--- src/rtl/apb_slot_arbiter_if.sv ---
// rtl/apb_slot_arbiter_if.sv - MSS APB3 upstream and fabric slot downstream bus bundle
interface apb_slot_arbiter_if #(
  parameter int NUM_SLOTS    = 4,
  parameter int SLOT_SEL_LSB = 8
);
  // Upstream MSS APB3 port
  logic                      MSSPSEL;
  logic                      MSSPENABLE;
  logic                      MSSPWRITE;
  logic [19:0]               MSSPADDR;
  logic [31:0]               MSSPWDATA;
  logic [31:0]               MSSPRDATA;
  logic                      MSSPREADY;
  logic                      MSSPSLVERR;
  // Downstream shared slot bus
  logic [NUM_SLOTS-1:0]      S_PSEL;
  logic                      S_PENABLE;
  logic                      S_PWRITE;
  logic [SLOT_SEL_LSB-1:0]   S_PADDR;
  logic [31:0]               S_PWDATA;
  logic [32*NUM_SLOTS-1:0]   S_PRDATA;
  logic [NUM_SLOTS-1:0]      S_PREADY;
  logic [NUM_SLOTS-1:0]      S_PSLVERR;

  // Arbiter view: completer on the MSS side, requester on the slot side
  modport slave (
    input  MSSPSEL, MSSPENABLE, MSSPWRITE, MSSPADDR, MSSPWDATA,
    output MSSPRDATA, MSSPREADY, MSSPSLVERR,
    output S_PSEL, S_PENABLE, S_PWRITE, S_PADDR, S_PWDATA,
    input  S_PRDATA, S_PREADY, S_PSLVERR
  );

  // Environment view: MSS master plus the slot peripherals
  modport master (
    output MSSPSEL, MSSPENABLE, MSSPWRITE, MSSPADDR, MSSPWDATA,
    input  MSSPRDATA, MSSPREADY, MSSPSLVERR,
    input  S_PSEL, S_PENABLE, S_PWRITE, S_PADDR, S_PWDATA,
    output S_PRDATA, S_PREADY, S_PSLVERR
  );
endinterface

--- src/rtl/apb_slot_arbiter.sv ---
// rtl/apb_slot_arbiter.sv - shares the MSS APB3 port among fabric slots; optional abort timer via APB_SLOT_ARBITER_TIMEOUT_EN
module apb_slot_arbiter #(
  parameter int NUM_SLOTS      = 4,
  parameter int SLOT_SEL_LSB   = 8,
  parameter int TIMEOUT_CYCLES = 255
) (
  input  logic                  SYSCLK,
  input  logic                  NSYSRESET,
  apb_slot_arbiter_if.slave     bus,
  output logic                  TIMEOUT_IRQ,
  output logic [7:0]            TIMEOUT_CNT
);

  typedef enum logic [1:0] {
    IDLE   = 2'd0,
    SETUP  = 2'd1,
    ACCESS = 2'd2,
    RESP   = 2'd3
  } state_e;

  state_e                  state_q;
  logic [2:0]              idx_q;
  logic [NUM_SLOTS-1:0]    psel_q;
  logic                    penable_q;
  logic                    pwrite_q;
  logic [SLOT_SEL_LSB-1:0] paddr_q;
  logic [31:0]             pwdata_q;
  logic [31:0]             rdata_q;
  logic                    slverr_q;
  logic                    ready_q;

  logic [2:0]              idx_d;
  logic                    idx_valid_d;
  logic [NUM_SLOTS-1:0]    onehot_d;
  logic                    sel_ready_d;
  logic                    sel_err_d;
  logic [31:0]             sel_rdata_d;

`ifdef APB_SLOT_ARBITER_TIMEOUT_EN
  localparam logic [7:0] TMO_LAST = 8'(TIMEOUT_CYCLES - 1);
  logic [7:0] tmo_q;
  logic [7:0] tcnt_q;
  logic       irq_q;
`endif

  // Slot index decode of the incoming setup address and its one-hot select
  always_comb begin
    idx_d       = bus.MSSPADDR[SLOT_SEL_LSB+2:SLOT_SEL_LSB];
    idx_valid_d = (int'(idx_d) < NUM_SLOTS);
    onehot_d    = '0;
    for (int k = 0; k < NUM_SLOTS; k++) begin
      onehot_d[k] = (idx_d == 3'(k));
    end
  end

  // Response mux: only the latched slot's ready/error/data are observed
  always_comb begin
    sel_ready_d = 1'b0;
    sel_err_d   = 1'b0;
    sel_rdata_d = '0;
    for (int k = 0; k < NUM_SLOTS; k++) begin
      if (idx_q == 3'(k)) begin
        sel_ready_d = bus.S_PREADY[k];
        sel_err_d   = bus.S_PSLVERR[k];
        sel_rdata_d = bus.S_PRDATA[32*k +: 32];
      end
    end
  end

  // Transfer FSM with registered upstream and downstream outputs
  always_ff @(posedge SYSCLK or negedge NSYSRESET) begin
    if (!NSYSRESET) begin
      state_q   <= IDLE;
      idx_q     <= '0;
      psel_q    <= '0;
      penable_q <= 1'b0;
      pwrite_q  <= 1'b0;
      paddr_q   <= '0;
      pwdata_q  <= '0;
      rdata_q   <= '0;
      slverr_q  <= 1'b0;
      ready_q   <= 1'b0;
`ifdef APB_SLOT_ARBITER_TIMEOUT_EN
      tmo_q     <= '0;
      tcnt_q    <= '0;
      irq_q     <= 1'b0;
`endif
    end else begin
      // Response fields are only non-zero during the single RESP cycle
      ready_q  <= 1'b0;
      rdata_q  <= '0;
      slverr_q <= 1'b0;
`ifdef APB_SLOT_ARBITER_TIMEOUT_EN
      irq_q    <= 1'b0;
`endif
      case (state_q)
        IDLE: begin
          if (bus.MSSPSEL && !bus.MSSPENABLE) begin
            idx_q <= idx_d;
            if (idx_valid_d) begin
              state_q  <= SETUP;
              psel_q   <= onehot_d;
              pwrite_q <= bus.MSSPWRITE;
              paddr_q  <= bus.MSSPADDR[SLOT_SEL_LSB-1:0];
              pwdata_q <= bus.MSSPWDATA;
            end else begin
              // Unmapped slot: error straight back, slot bus untouched
              state_q  <= RESP;
              ready_q  <= 1'b1;
              slverr_q <= 1'b1;
            end
          end
        end
        SETUP: begin
          state_q   <= ACCESS;
          penable_q <= 1'b1;
`ifdef APB_SLOT_ARBITER_TIMEOUT_EN
          tmo_q     <= '0;
`endif
        end
        ACCESS: begin
          // Ready wins over a coincident timeout
          if (sel_ready_d) begin
            state_q   <= RESP;
            psel_q    <= '0;
            penable_q <= 1'b0;
            ready_q   <= 1'b1;
            rdata_q   <= sel_rdata_d;
            slverr_q  <= sel_err_d;
          end
`ifdef APB_SLOT_ARBITER_TIMEOUT_EN
          else if (tmo_q == TMO_LAST) begin
            state_q   <= RESP;
            psel_q    <= '0;
            penable_q <= 1'b0;
            ready_q   <= 1'b1;
            slverr_q  <= 1'b1;
            irq_q     <= 1'b1;
            if (tcnt_q != 8'hFF) begin
              tcnt_q <= tcnt_q + 8'd1;
            end
          end else begin
            tmo_q <= tmo_q + 8'd1;
          end
`endif
        end
        RESP: begin
          state_q <= IDLE;
        end
        default: begin
          state_q <= IDLE;
        end
      endcase
    end
  end

  assign bus.S_PSEL     = psel_q;
  assign bus.S_PENABLE  = penable_q;
  assign bus.S_PWRITE   = pwrite_q;
  assign bus.S_PADDR    = paddr_q;
  assign bus.S_PWDATA   = pwdata_q;
  assign bus.MSSPRDATA  = rdata_q;
  assign bus.MSSPSLVERR = slverr_q;
  assign bus.MSSPREADY  = ready_q;

`ifdef APB_SLOT_ARBITER_TIMEOUT_EN
  assign TIMEOUT_IRQ = irq_q;
  assign TIMEOUT_CNT = tcnt_q;
`else
  assign TIMEOUT_IRQ = 1'b0;
  assign TIMEOUT_CNT = 8'd0;
`endif

endmodule

--- src/flat_wrapper.sv ---
// flat-port wrapper written by rule: the top's interface ports become plain ports
module apb_slot_arbiter_flat 
#(
  parameter int NUM_SLOTS      = 4,
  parameter int SLOT_SEL_LSB   = 8,
  parameter int TIMEOUT_CYCLES = 255
)
  (SYSCLK, NSYSRESET, TIMEOUT_IRQ, TIMEOUT_CNT, bus_MSSPSEL, bus_MSSPENABLE, bus_MSSPWRITE, bus_MSSPADDR, bus_MSSPWDATA, bus_MSSPRDATA, bus_MSSPREADY, bus_MSSPSLVERR, bus_S_PSEL, bus_S_PENABLE, bus_S_PWRITE, bus_S_PADDR, bus_S_PWDATA, bus_S_PRDATA, bus_S_PREADY, bus_S_PSLVERR);
  apb_slot_arbiter_if #(.NUM_SLOTS(NUM_SLOTS), .SLOT_SEL_LSB(SLOT_SEL_LSB)) bus_i ();
  input  logic SYSCLK;
  input  logic NSYSRESET;
  output logic TIMEOUT_IRQ;
  output logic [7:0] TIMEOUT_CNT;
  input wire logic [$bits(bus_i.MSSPSEL)-1:0] bus_MSSPSEL;
  input wire logic [$bits(bus_i.MSSPENABLE)-1:0] bus_MSSPENABLE;
  input wire logic [$bits(bus_i.MSSPWRITE)-1:0] bus_MSSPWRITE;
  input wire logic [$bits(bus_i.MSSPADDR)-1:0] bus_MSSPADDR;
  input wire logic [$bits(bus_i.MSSPWDATA)-1:0] bus_MSSPWDATA;
  output wire logic [$bits(bus_i.MSSPRDATA)-1:0] bus_MSSPRDATA;
  output wire logic [$bits(bus_i.MSSPREADY)-1:0] bus_MSSPREADY;
  output wire logic [$bits(bus_i.MSSPSLVERR)-1:0] bus_MSSPSLVERR;
  output wire logic [$bits(bus_i.S_PSEL)-1:0] bus_S_PSEL;
  output wire logic [$bits(bus_i.S_PENABLE)-1:0] bus_S_PENABLE;
  output wire logic [$bits(bus_i.S_PWRITE)-1:0] bus_S_PWRITE;
  output wire logic [$bits(bus_i.S_PADDR)-1:0] bus_S_PADDR;
  output wire logic [$bits(bus_i.S_PWDATA)-1:0] bus_S_PWDATA;
  input wire logic [$bits(bus_i.S_PRDATA)-1:0] bus_S_PRDATA;
  input wire logic [$bits(bus_i.S_PREADY)-1:0] bus_S_PREADY;
  input wire logic [$bits(bus_i.S_PSLVERR)-1:0] bus_S_PSLVERR;
  assign bus_i.MSSPSEL = bus_MSSPSEL;
  assign bus_i.MSSPENABLE = bus_MSSPENABLE;
  assign bus_i.MSSPWRITE = bus_MSSPWRITE;
  assign bus_i.MSSPADDR = bus_MSSPADDR;
  assign bus_i.MSSPWDATA = bus_MSSPWDATA;
  assign bus_MSSPRDATA = bus_i.MSSPRDATA;
  assign bus_MSSPREADY = bus_i.MSSPREADY;
  assign bus_MSSPSLVERR = bus_i.MSSPSLVERR;
  assign bus_S_PSEL = bus_i.S_PSEL;
  assign bus_S_PENABLE = bus_i.S_PENABLE;
  assign bus_S_PWRITE = bus_i.S_PWRITE;
  assign bus_S_PADDR = bus_i.S_PADDR;
  assign bus_S_PWDATA = bus_i.S_PWDATA;
  assign bus_i.S_PRDATA = bus_S_PRDATA;
  assign bus_i.S_PREADY = bus_S_PREADY;
  assign bus_i.S_PSLVERR = bus_S_PSLVERR;
  apb_slot_arbiter #(.NUM_SLOTS(NUM_SLOTS), .SLOT_SEL_LSB(SLOT_SEL_LSB), .TIMEOUT_CYCLES(TIMEOUT_CYCLES)) u_core (.SYSCLK(SYSCLK), .NSYSRESET(NSYSRESET), .bus(bus_i), .TIMEOUT_IRQ(TIMEOUT_IRQ), .TIMEOUT_CNT(TIMEOUT_CNT));
endmodule
--- config.mk ---
export PLATFORM = sky130hd
export DESIGN_NAME = apb_slot_arbiter_flat
export DESIGN_NICKNAME = d
export VERILOG_FILES = /design/src/rtl/apb_slot_arbiter_if.sv /design/src/rtl/apb_slot_arbiter.sv /design/src/flat_wrapper.sv
export SDC_FILE = /design/constraint.sdc
export NUM_CORES = 1
export LEC_CHECK = 0
export CAP_MARGIN = 10
export CORE_UTILIZATION = 33
export DETAILED_ROUTE_END_ITERATION = 6
export GPL_ROUTABILITY_DRIVEN = 0
export GPL_TIMING_DRIVEN = 0
export PLACE_DENSITY = 0.85
export SYNTH_ARGS = -nofsm -noshare
export SYNTH_HDL_FRONTEND = slang
export SYNTH_SLANG_ARGS = --single-unit
export TNS_END_PERCENT = 50
--- constraint.sdc ---
create_clock -name SYSCLK -period 2 [get_ports SYSCLK]
set_clock_uncertainty 0.2 [all_clocks]
set_input_delay 0.5 -clock SYSCLK [delete_from_list [all_inputs] [get_ports SYSCLK]]
set_output_delay 0.5 -clock SYSCLK [all_outputs]
set_load 0.01 [all_outputs]
==> run metrics, run 1 <==
detailed-router iteration count before antenna repair 4; number of setup violations in the final report 0; number of clock sinks 85; cell breakdown of the critical path clkdlybuf4s50_1 > nand3b_1 > nor2_4 > buf_4 > buf_2 > mux2_2; total of max-cap violations 0; leak pwr 0.00313 uW; routed vias 4,006; routed length per instance 16.3 um; Clk Latency, worst-skew pair 0.34 ns; Final Routed Wirelength 14,000 um; pin count of the biggest net entering global routing 53; Finished Layout Cells 858; Max clock buf depth 2; Die Footprint 13,300 um2; Hold Fails Final Rpt 0; clk root buf clkbuf_16; commonest cells after routing, fill and taps aside clkdlybuf4s50_1, dfrtp_1, mux2_2; Max stage delay on crit path 0.44 ns; Slew @ Worst Pin 0.501 ns; capturing point of the worst reg2reg path u_core.bus.S_PWDATA[18]$_DFFE_PN0P_; areal power density over the cells 1100 nW/um2; number of routed nets with antenna violations 0; worst-path fanout max 5; PnR worst setup slack 0.0479 ns; gr usage total 21.1%; number of antenna cells inserted 0; Synth cell types 41; result of the run completed; DRC 0; share of the cycle needed by the critical path after routing 97.6%; number of core rows 41; pins over their slew limit 0; share of post-route cells with drive strength above 1 15.3%; main area contributors after synthesis dfrtp_1, mux2_2, mux2i_1; library cell contributing the largest single delay on the critical path clkdlybuf4s50_1; area growth from synthesis to layout 77.4%; cell type with the highest aggregate area in the netlist dfrtp_1; average cell area after synthesis 10.9 um2; Worst Hold Class register to register; number of port buffers 263; register bit count reported by yosys 85; number of global-route vias before repair 4,268; Vias/cell 4.67; wire length of the first global-routing pass 21,200 um; clk slew on worst S/H paths 0.06 ns; number of top-level pins 282; Worst IR Drop VDD 0.000426 V; share of the synthesized area in the top cell type 50.2%; TritonCTS clock tree built; core footprint 12,600 um2; final standard cell utilization of the core 59.8%; leftover overflow at the end of global routing 0; amount of wire on met3 after detailed routing 1230 um; Reg2Reg Launch Point u_core.state_q[1]$_DFFE_PN0P_; endpoint required time on the critical path 2.02 ns; type of origin of the critical path primary input; sort of element at the end of the critical path register; number of antenna violations at the first check in global routing 0; capture point of the worst path u_core.bus.S_PWDATA[18]$_DFFE_PN0P_; Routed met2 length 7150 um; die boundary height 115 um; RSZ-0062 raised after global routing true; starting utilization of the core area 33.7%; top achievable clock speed 0.512 GHz; DIE WIDTH 115 um; HPWL Detailed 11,200 um; Inst Count DP 834; Worst Setup Path Type primary input to register; most common library cell in the layout ignoring fill and taps clkdlybuf4s50_1; Ys Warns 0; top layer reached by signal wires met4; post-route minimum period 1.95 ns; part of the Yosys area used for sequential elements 50.2%; number of design-rule violations left by the first detailed-router iteration 146; layout filler cell count 1,064; Post-Synthesis Cell Area 4240 um2; worst slack, placed -0.469 ns; max_slew headroom 66.6%; number of buffers created by CTS 9; worst setup path startpoint bus_MSSPENABLE; wire length on met1 5270 um; arrival time of the worst setup path 1.98 ns; setup slack, reg-to-reg 0.07 ns; final-layout setup total negative slack 0 ns; total power consumption of the routed design 8310 uW; fin nets 877; worst reg-to-reg path cell count 7; cell count after synthesis 390; count of H-tree levels built during CTS 3
-- worst min-delay path by stage --
stage,startpoint,to,slack [ns],cells after the start
finish,u_core.bus.S_PSEL[2]$_DFFE_PN0P_,u_core.bus.S_PSEL[2]$_DFFE_PN0P_,0.29,1
detailed placement,u_core.bus.S_PSEL[2]$_DFFE_PN0P_,u_core.bus.S_PSEL[2]$_DFFE_PN0P_,0.28,1
floorplan,NSYSRESET,u_core.bus.MSSPRDATA[0]$_DFF_PN0_,0.004,0
CTS,u_core.bus.S_PSEL[2]$_DFFE_PN0P_,u_core.bus.S_PSEL[2]$_DFFE_PN0P_,0.29,1
global placement,u_core.bus.S_PSEL[2]$_DFFE_PN0P_,u_core.bus.S_PSEL[2]$_DFFE_PN0P_,0.28,1
global route,u_core.bus.S_PSEL[2]$_DFFE_PN0P_,u_core.bus.S_PSEL[2]$_DFFE_PN0P_,0.30,1
-- report_power, final --
part           internal, uW  switching [uW]  leakage (uW)  total, uW
Sequential             2290             259       0.00110       2550
Clock                   882             728      0.000132       1610
Combinational          2280            1870       0.00191       4140
Total                  5450            2850       0.00313       8310
-- critical path, delay by kind of cell --
family | cells | cell delay (ns)
simple gates | 2 | 0.37
buf+inv | 3 | 0.76
mux | 1 | 0.35
-- cell type report --
cell class	count	area (um2)	share of cell area, %
Clock buffer	10	239	3.18
Timing Repair Buffer	272	2730	36.2
Inverter	6	22.5	0.300
Buffer	33	233	3.09
Clock inverter	6	45.0	0.599
Multi-Input combinational cell	274	1910	25.4
Tap cell	172	215	2.86
Sequential cell	85	2130	28.3
-- stage by stage --
step                      hold WS [ns]  cell area (um2)
after floorplan                0.00441             4270
after global placement           0.277             7120
after detailed placement         0.284             7140
after CTS                        0.294             7460
after global routing             0.304             7520
final                            0.293             7520
-- cells by family (layout without fill, tap and decap cells) --
kind of cell,after synthesis,in the layout,share of synthesized area (%)
multiplexers,71,71,18.6
other,1,9,0.0885
buffers and inverters,39,327,5.55
adder cells (fa/ha/maj),3,3,0.886
flip-flops,85,85,50.2
AND/OR/NAND/NOR,108,108,12.4
AO/OA/AOI/OAI,83,83,12.3
-- timing repair --
| action | 4_1_cts | 5_1_grt |
|---|---|---|
| endpoints found under the hold margin | 33 | 0 |
| cloned | 0 | 2 |
| hold buffers | 1 | 0 |
| pin swaps | 2 | 1 |
| gates resized for setup | 0 | 14 |
| endpoints found under the setup margin | 38 | 52 |
| setup buffers | 3 | 2 |
-- layer usage --
layer,vias to the layer above,GRT usage (%)
met4,0,9.44
met1,1865,22.4
met3,23,6.75
li1,1925,-
met2,193,38.3
met5,-,0
-- synth_stat cells, drive strengths merged --
cell type  count
nor2b          8
o2bb2ai        2
nand3b         1
ha             3
or2            1
o221ai         1
o22ai          8
o32ai          1
o21ai         28
a211oi        14
nor3b          1
mux2          41
a22oi          1
mux4           1
a22o           1
a32o           2
nand2         36
nand2b         2
a21oi         25
nor2          32
nand3          2
buf           25
and2          25
dfrtp         85
inv            6
mux2i         29
conb           1
clkbuf         8
-- state kept, by name, summed over array words and instances, names as in the netlist --
name                   flops
u_core.bus.MSSPRDATA      32
u_core.bus.S_PWDATA       32
u_core.bus.S_PADDR         8
u_core.bus.S_PSEL          4
u_core.idx_q               3
u_core.state_q             2
u_core.bus.MSSPREADY       1
u_core.bus.MSSPSLVERR      1
u_core.bus.S_PENABLE       1
u_core.bus.S_PWRITE        1
Power figures use the tool's default switching activity.
==> inputs of run 2 (changes only) <==
--- a/config.mk
+++ b/config.mk
@@ -7,6 +7,7 @@
 export LEC_CHECK = 0
 export CAP_MARGIN = 10
 export CORE_UTILIZATION = 33
+export CTS_CLUSTER_DIAMETER = 60
 export DETAILED_ROUTE_END_ITERATION = 6
 export GPL_ROUTABILITY_DRIVEN = 0
 export GPL_TIMING_DRIVEN = 0
==> results of run 2 <==
The final DEF is identical to that of run 1; final timing and power are the same.
